$ cat src/rtl/spi_pkg.sv
// Shared SPI TX definitions: FSM state encoding and the word width common to the TX FIFO.
package spi_pkg;

  localparam int SPI_WORD_BITS = 16;

  typedef enum logic [2:0] {
    IDLE,
    LEAD,
    SHIFT,
    TRAIL,
    GAP
  } spi_state_e;

endpackage

$ cat src/rtl/spi_half_tick.sv
// Half-period timer: one-cycle tick every div_i+1 cycles while running.
// Loading (word start) or firing reloads from div_i, so every phase is timed from its own start.
module spi_half_tick #(
  parameter int DivBits = 8
) (
  input  logic               clk,
  input  logic               rstn,
  input  logic               load_i,
  input  logic               run_i,
  input  logic [DivBits-1:0] div_i,
  output logic               tick_o
);

  localparam logic [DivBits-1:0] CntOne = DivBits'(1);

  logic [DivBits-1:0] cnt_q, cnt_d;

  // Not gated by load_i: the engine decides a burst load on this very tick.
  assign tick_o = run_i && (cnt_q == '0);

  always_comb begin
    cnt_d = cnt_q;
    if (load_i || tick_o) begin
      cnt_d = div_i;
    end else if (run_i) begin
      cnt_d = cnt_q - CntOne;
    end
  end

  always_ff @(posedge clk) begin
    if (!rstn) begin
      cnt_q <= '0;
    end else begin
      cnt_q <= cnt_d;
    end
  end

endmodule

$ cat src/rtl/spi_tx_engine.sv
// SPI mode-0 transmit engine: pops FWFT TX FIFO words and shifts them MSB-first, framed by cs_n.
// Pops only while enable is high; back-to-back words stay in one cs_n burst, 2*WordBits*H cycles each.
module spi_tx_engine
  import spi_pkg::*;
#(
  parameter int WordBits = SPI_WORD_BITS,
  parameter int DivBits  = 8
) (
  input  logic                clk,
  input  logic                rstn,
  input  logic                enable,
  input  logic [DivBits-1:0]  clk_div,
  input  logic [WordBits-1:0] fifo_rdata,
  input  logic                fifo_empty,
  output logic                fifo_ren,
  output logic                sclk,
  output logic                mosi,
  output logic                cs_n,
  output logic                busy,
  output logic                word_done
);

  localparam int CntBits = $clog2(WordBits);
  localparam logic [CntBits-1:0] LastBit = CntBits'(WordBits - 1);
  localparam logic [CntBits-1:0] CntOne  = CntBits'(1);

  spi_state_e          state_q, state_d;
  logic [WordBits-1:0] shreg_q, shreg_d;
  logic [DivBits-1:0]  hdiv_q, hdiv_d;
  logic [CntBits-1:0]  bit_cnt_q, bit_cnt_d;
  logic                cs_n_q, cs_n_d;
  logic                sclk_q, sclk_d;
  logic                mosi_q, mosi_d;
  logic                word_done_q, word_done_d;

  logic                load;
  logic                tick;
  logic                word_avail;
  logic [DivBits-1:0]  tick_div;

  assign word_avail = enable && !fifo_empty;
  // A fresh word is timed by the live divider; everything after uses the latched copy.
  assign tick_div   = load ? clk_div : hdiv_q;

  spi_half_tick #(
    .DivBits (DivBits)
  ) u_half_tick (
    .clk    (clk),
    .rstn   (rstn),
    .load_i (load),
    .run_i  (state_q != IDLE),
    .div_i  (tick_div),
    .tick_o (tick)
  );

  always_comb begin
    state_d     = state_q;
    shreg_d     = shreg_q;
    hdiv_d      = hdiv_q;
    bit_cnt_d   = bit_cnt_q;
    cs_n_d      = cs_n_q;
    sclk_d      = sclk_q;
    mosi_d      = mosi_q;
    word_done_d = 1'b0;
    load        = 1'b0;

    unique case (state_q)
      IDLE: begin
        load = word_avail;
      end
      LEAD: begin
        if (tick) begin
          state_d = SHIFT;
          sclk_d  = 1'b1;
        end
      end
      SHIFT: begin
        if (tick) begin
          if (!sclk_q) begin
            sclk_d = 1'b1;
          end else begin
            // Falling edge: advance to the next bit so it is stable at the next rise.
            sclk_d    = 1'b0;
            shreg_d   = {shreg_q[WordBits-2:0], 1'b0};
            mosi_d    = shreg_q[WordBits-2];
            bit_cnt_d = bit_cnt_q + CntOne;
            if (bit_cnt_q == LastBit) begin
              word_done_d = 1'b1;
              if (word_avail) begin
                load = 1'b1;
              end else begin
                state_d = TRAIL;
                mosi_d  = 1'b0;
              end
            end
          end
        end
      end
      TRAIL: begin
        if (tick) begin
          state_d = GAP;
          cs_n_d  = 1'b1;
        end
      end
      GAP: begin
        if (tick) begin
          state_d = IDLE;
        end
      end
      default: begin
        state_d = IDLE;
      end
    endcase

    if (load) begin
      state_d   = LEAD;
      shreg_d   = fifo_rdata;
      hdiv_d    = clk_div;
      bit_cnt_d = '0;
      cs_n_d    = 1'b0;
      sclk_d    = 1'b0;
      mosi_d    = fifo_rdata[WordBits-1];
    end
  end

  always_ff @(posedge clk) begin
    if (!rstn) begin
      state_q     <= IDLE;
      shreg_q     <= '0;
      hdiv_q      <= '0;
      bit_cnt_q   <= '0;
      cs_n_q      <= 1'b1;
      sclk_q      <= 1'b0;
      mosi_q      <= 1'b0;
      word_done_q <= 1'b0;
    end else begin
      state_q     <= state_d;
      shreg_q     <= shreg_d;
      hdiv_q      <= hdiv_d;
      bit_cnt_q   <= bit_cnt_d;
      cs_n_q      <= cs_n_d;
      sclk_q      <= sclk_d;
      mosi_q      <= mosi_d;
      word_done_q <= word_done_d;
    end
  end

  assign fifo_ren  = load && rstn;
  assign sclk      = sclk_q;
  assign mosi      = mosi_q;
  assign cs_n      = cs_n_q;
  assign busy      = (state_q != IDLE);
  assign word_done = word_done_q;

endmodule
$ cat config.mk
export PLATFORM = sky130hd
export DESIGN_NAME = spi_tx_engine
export DESIGN_NICKNAME = d
export VERILOG_FILES = /design/src/rtl/spi_pkg.sv /design/src/rtl/spi_half_tick.sv /design/src/rtl/spi_tx_engine.sv
export SDC_FILE = /design/constraint.sdc
export NUM_CORES = 1
export LEC_CHECK = 0
export ABC_AREA = 1
export CAP_MARGIN = 10
export CORE_AREA = 3 3 71 73
export CTS_CLUSTER_DIAMETER = 30
export DETAILED_ROUTE_END_ITERATION = 6
export DIE_AREA = 0 0 74 76
export PLACE_DENSITY_LB_ADDON = 0.2
export SYNTH_ARGS = -nofsm -noshare
export SYNTH_HDL_FRONTEND = slang
export SYNTH_SLANG_ARGS = --single-unit
$ cat constraint.sdc
create_clock -name clk -period 4.7 [get_ports clk]
set_clock_uncertainty 0.2 [all_clocks]
set_input_delay 0.94 -clock clk [delete_from_list [all_inputs] [get_ports clk]]
set_output_delay 0.94 -clock clk [all_outputs]
set_load 0.05 [all_outputs]
# --- Word level (Yosys, flattened, before mapping) ---
# Index checks and enable logic that the tools add are counted.
totals:
  reg_bits: 42
  output_inout_bits: 6
  input_bits: 28
  wordCells: 90
op_classes:
  n_bitwise: 2
  n_mux: 34
  n_reduce_logical: 22
  n_addsub: 2
  eq_ne: 20
op_table:
  columns: ["operator", "n"]
  rows:
  - ["15-bit 2-to-1 mux", 4]
  - ["8-bit 2-to-1 mux", 3]
  - ["3-bit 2-to-1 mux", 7]
  - ["1-bit 2-to-1 mux", 17]
  - ["8-bit AND reduction", 2]
  - ["3-bit case mux with 5 select lines", 1]
  - ["3-bit by 2-bit inequality test with 1-bit output (second input constant)", 4]
  - ["2-bit nonzero test", 6]
  - ["3-bit inequality test (second input constant)", 3]
  - ["3-bit AND reduction", 3]
  - ["8-bit zero test", 1]
  - ["2-bit by 1-bit inequality test with 1-bit output (second input constant)", 4]
  - ["2-bit inequality test (second input constant)", 4]
  - ["8-bit by 1-bit subtractor with 8-bit output (second input constant)", 1]
  - ["3-bit by 2-bit equality test with 1-bit output (second input constant)", 2]
  - ["4-bit by 1-bit adder with 4-bit output (second input constant)", 1]
  - ["4-bit equality test (second input constant)", 1]
  - ["1-bit case mux with 2 select lines", 2]
  - ["4-bit AND reduction", 1]
  - ["3-bit by 1-bit equality test with 1-bit output (second input constant)", 1]
  - ["3-bit equality test (second input constant)", 1]
  - ["1-bit logical AND", 3]
  - ["3-bit zero test", 1]
  - ["3-bit nonzero test", 1]
  - ["other kinds (5)", 6]

# --- Logic depth before layout (Yosys ltp) ---
logic_depth:
  word_depth: 9
  mapped_depth: 13
  mapped_depth_nobuf: 12

# --- Cells and area by module ---
# A second synthesis with hierarchy kept.
unflattened:
  cells_unflattened: 356
  hier_area_um2: 2417.3
by_module_without_submodules:
  columns: ["mod", "area_each_um2", "instances", "cells_per_inst", "seq_area_each_um2"]
  rows:
  - ["spi_tx_engine", 1811.7, 1, 253, 680.7]
  - ["spi_half_tick", 605.6, 1, 103, 160.2]

# --- Worst setup path before layout ---
# No wires, ideal clock.
synth_path:
  path_kind: "input -> output"
  startpoint: "input enable"
  endpoint: "output fifo_ren"
  stages: 9
  required_time_ns: 3.560
  arrival_ns: 1.880
  setup_slack_ns: 1.680
  n_path_buf: 1
  path_cell_list: "inv_1 > nor2_2 > nand2_1 > nor2_1 > nand2_4 > nand2_8 > nand2_2 > clkinv_2 > buf_6"
synth_between:
  elab_chain_len: 7
synth_lines:
  columns: ["element", "line", "text"]
  rows:
  - ["start, declared", "spi_tx_engine.sv:11", "input logic enable,"]
  - ["1-bit logical AND *", "spi_tx_engine.sv:41", "assign word_avail = enable && !fifo_empty;"]
  - ["1-bit 2-to-1 mux", "spi_tx_engine.sv:89", "if (word_avail) begin"]
  - ["1-bit 2-to-1 mux", "spi_tx_engine.sv:87", "if (bit_cnt_q == LastBit) begin"]
  - ["1-bit 2-to-1 mux", "spi_tx_engine.sv:79", "if (!sclk_q) begin"]
  - ["1-bit 2-to-1 mux", "spi_tx_engine.sv:78", "if (tick) begin"]
  - ["1-bit case mux with 2 select lines *", "spi_tx_engine.sv:67", "unique case (state_q)"]
  - ["1-bit logical AND *", "spi_tx_engine.sv:148", "assign fifo_ren = load && rstn;"]
  - ["end, declared", "spi_tx_engine.sv:15", "output logic fifo_ren,"]
# Mark *: on every way between the ends. The rest lies on a longest branch, timed or not.

# --- Worst setup path after layout ---
# Same ends and word-level chain as after synthesis.

==> out/qor.txt <==
Peak Freq - 265 MHz
Setup TNS - 0 ns
Crit path arrival time - 2.64 ns
pre-CTS WS - 0.913 ns
Worst slew margin - 50.4%
Vias/cell - 4.89
WP buf/inv - 4
final WL - 4610 um
Worst-Skew Late Latency - 0.30 ns
setup bufs post-CTS - 0
CTS resizes - 0
placed insts - 403
most frequent cell after synthesis - nand2_1
Synth Area per Inst - 6.83 um^2
status - complete, no violations
Iter 0 DRT Violations - 79
ANT nets after route - 0
synthesis-to-layout area growth - 20.7%
unrepaired setup endpoints after global routing - false
Final #Nets - 389
final design area excluding fillers - 0.00270 mm^2
# hold bufs at CTS - 0
top cells by count, synth - nand2_1, dfxtp_1, inv_1
Syn Inst Count - 327
GPL Wtd Cong - 0.804
slowest cell on the critical path - clkdlybuf4s50_1
antenna diode count - 0
DR WL/cell - 11.2 um
H-tree levels - 2
Final period util - 80.3%
Final setup viols - 0
Leak - 1.30 nW
DP Area - 0.00256 mm^2
Yosys reg bits - 42
Overall Global Routing Usage - 17.4%
deepest clock path buffer count - 2
Post-synth EDFFs - 0
final core occ - 61.1%
die height - 76 um
first-pass GRT wire length - 7920 um
core box area - 0.00441 mm^2
CTS tree - done
gr ovfl total - 0
CP max stage delay - 0.45 ns
post-synth top area cell - dfxtp_1
PortBufs - 33
HPWL Detailed - 3350 um
Die Area - 0.00562 mm^2
Distinct cells, synth - 33
Post-Syn Nets - 358
initial antenna violation count - 0
crit path cell chain - clkdlybuf4s50_1, inv_1, nor2_2, nand2_1, nor2_1, nand2_4, nand2_8, nand2_2, clkinv_2, buf_4
worst-path fanout max - 17
yosys warns - 0
layout cells sized above 1 - 9.75%
Pre-antenna DRT Iters - 4
Synth area leaders - dfxtp_1, nand2_1, inv_1, nand3_1, o21ai_0
Initial Utilization - 50.6%
Primary FF master, synth - dfxtp_1
CP Launch Type - input port
WHS - 0.287 ns
max-cap violations - 0
VDD IR-drop max - 0.253 mV
ys async rst share - 0%
Max Slew Vio Count - 0
sequential area share after synthesis - 37.6%
CTS Buf Count - 5
Fin. Hold Viols - 0
min-delay worst type - flop to flop
post-route insts no fill - 411
number of global-route vias before repair - 1872
I/O pin count - 34
Power, Total - 1.39 mW
Worst EP required - 3.56 ns
clk root buf - clkbuf_8
DIE WIDTH - 74 um
Post-route DRC - 0
clock transition at the registers of the reported paths - 0.08 ns
crit path time final - 3.78 ns
Post-Synthesis Cell Area - 0.00223 mm^2
power per cell area - 515 mW/mm^2
Yosys top cell area share - 37.6%
critical path type - input port to primary output
CP Capture Type - primary output
Sink Count - 42
# rows - 24
pin count of the biggest net entering global routing - 20
Via Count - 2011
Final WS setup - 0.925 ns
Worst Tran Pin Value - 0.741 ns
critical path's top delay family - buffers and inverters
worst paths after layout:
kind | cells after the start | slack [ns] | from | end
max | 10 | 0.92 | enable | fifo_ren
min | 2 | 0.29 | shreg_q[0]$_SDFFE_PN0P_ | shreg_q[0]$_SDFFE_PN0P_
max reg2reg | 10 | 2.55 | u_half_tick.cnt_q[0]$_SDFFE_PN0P_ | u_half_tick.cnt_q[6]$_SDFFE_PN0P_
min reg2reg | 2 | 0.29 | shreg_q[0]$_SDFFE_PN0P_ | shreg_q[0]$_SDFFE_PN0P_
cell usage in the layout (no fill, tap or decap):
cell type / n
nand2_1: 114
dfxtp_1: 42
inv_1: 37
clkdlybuf4s50_1: 32
nor2_1: 25
nand3_1: 20
o21ai_0: 19
a21oi_1: 13
inv_2: 6
nand2_4: 6
xor2_1: 6
nor3_1: 5
clkbuf_8: 5
nor2_2: 3
ha_1: 3
o21ai_1: 2
a31oi_1: 2
nand3_2: 2
a21oi_2: 2
bufinv_16: 2
nand3b_4: 1
nor2_8: 1
nand2_8: 1
nand2_2: 1
clkinv_2: 1
inv_4: 1
nor2_4: 1
nor3b_1: 1
nand4_1: 1
o211a_1: 1
o211ai_1: 1
clkinv_4: 1
buf_4: 1
per-layer routing:
| metal | share of wire, % | up-vias | track usage [%] |
|---|---|---|---|
| met5 | 0 | - | 0 |
| met4 | 1.0 | 0 | 4.89 |
| met3 | 4.7 | 5 | 4.09 |
| met2 | 46 | 43 | 28.9 |
| met1 | 48 | 891 | 22.2 |
| li1 | - | 1072 | - |
registers in the layout, indices dropped and copies added (netlist names):
signal and flops:
word_done 1, bit_cnt_q 4, mosi 1, hdiv_q 8
state_q 3, sclk 1, shreg_q 15, u_half_tick.cnt_q 8
cs_n 1
cell type report:
type | instances | area, um^2
Multi-Input combinational cell | 231 | 1150
Inverter | 45 | 173
Fill cell | 426 | 1720
Sequential cell | 42 | 841
Timing Repair Buffer | 33 | 328
Tap cell | 52 | 65.1
Clock inverter | 3 | 68.8
Clock buffer | 5 | 68.8
cell families after synthesis:
kind of cell             count (synthesis)  synth area share (%)
AO/OA/AOI/OAI                           40                  9.74
adder cells (fa/ha/maj)                  3                  1.68
buffers and inverters                   54                  10.8
XOR/XNOR                                 6                  2.35
flip-flops                              42                  37.6
AND/OR/NAND/NOR                        182                  37.8
where the power goes:
part / switching (mW) / leakage (nW) / total, mW / internal (mW)
Sequential: 0.0391 / 0.344 / 0.461 / 0.421
Clock: 0.133 / 0.0683 / 0.345 / 0.213
Combinational: 0.377 / 0.891 / 0.584 / 0.206
worst min-delay path, stage by stage (launching register included):
cell     delay, ns
dfxtp_1       0.32
nand3_1       0.08
nand2_1       0.05
Note: power is estimated with default switching activity, not from simulation.
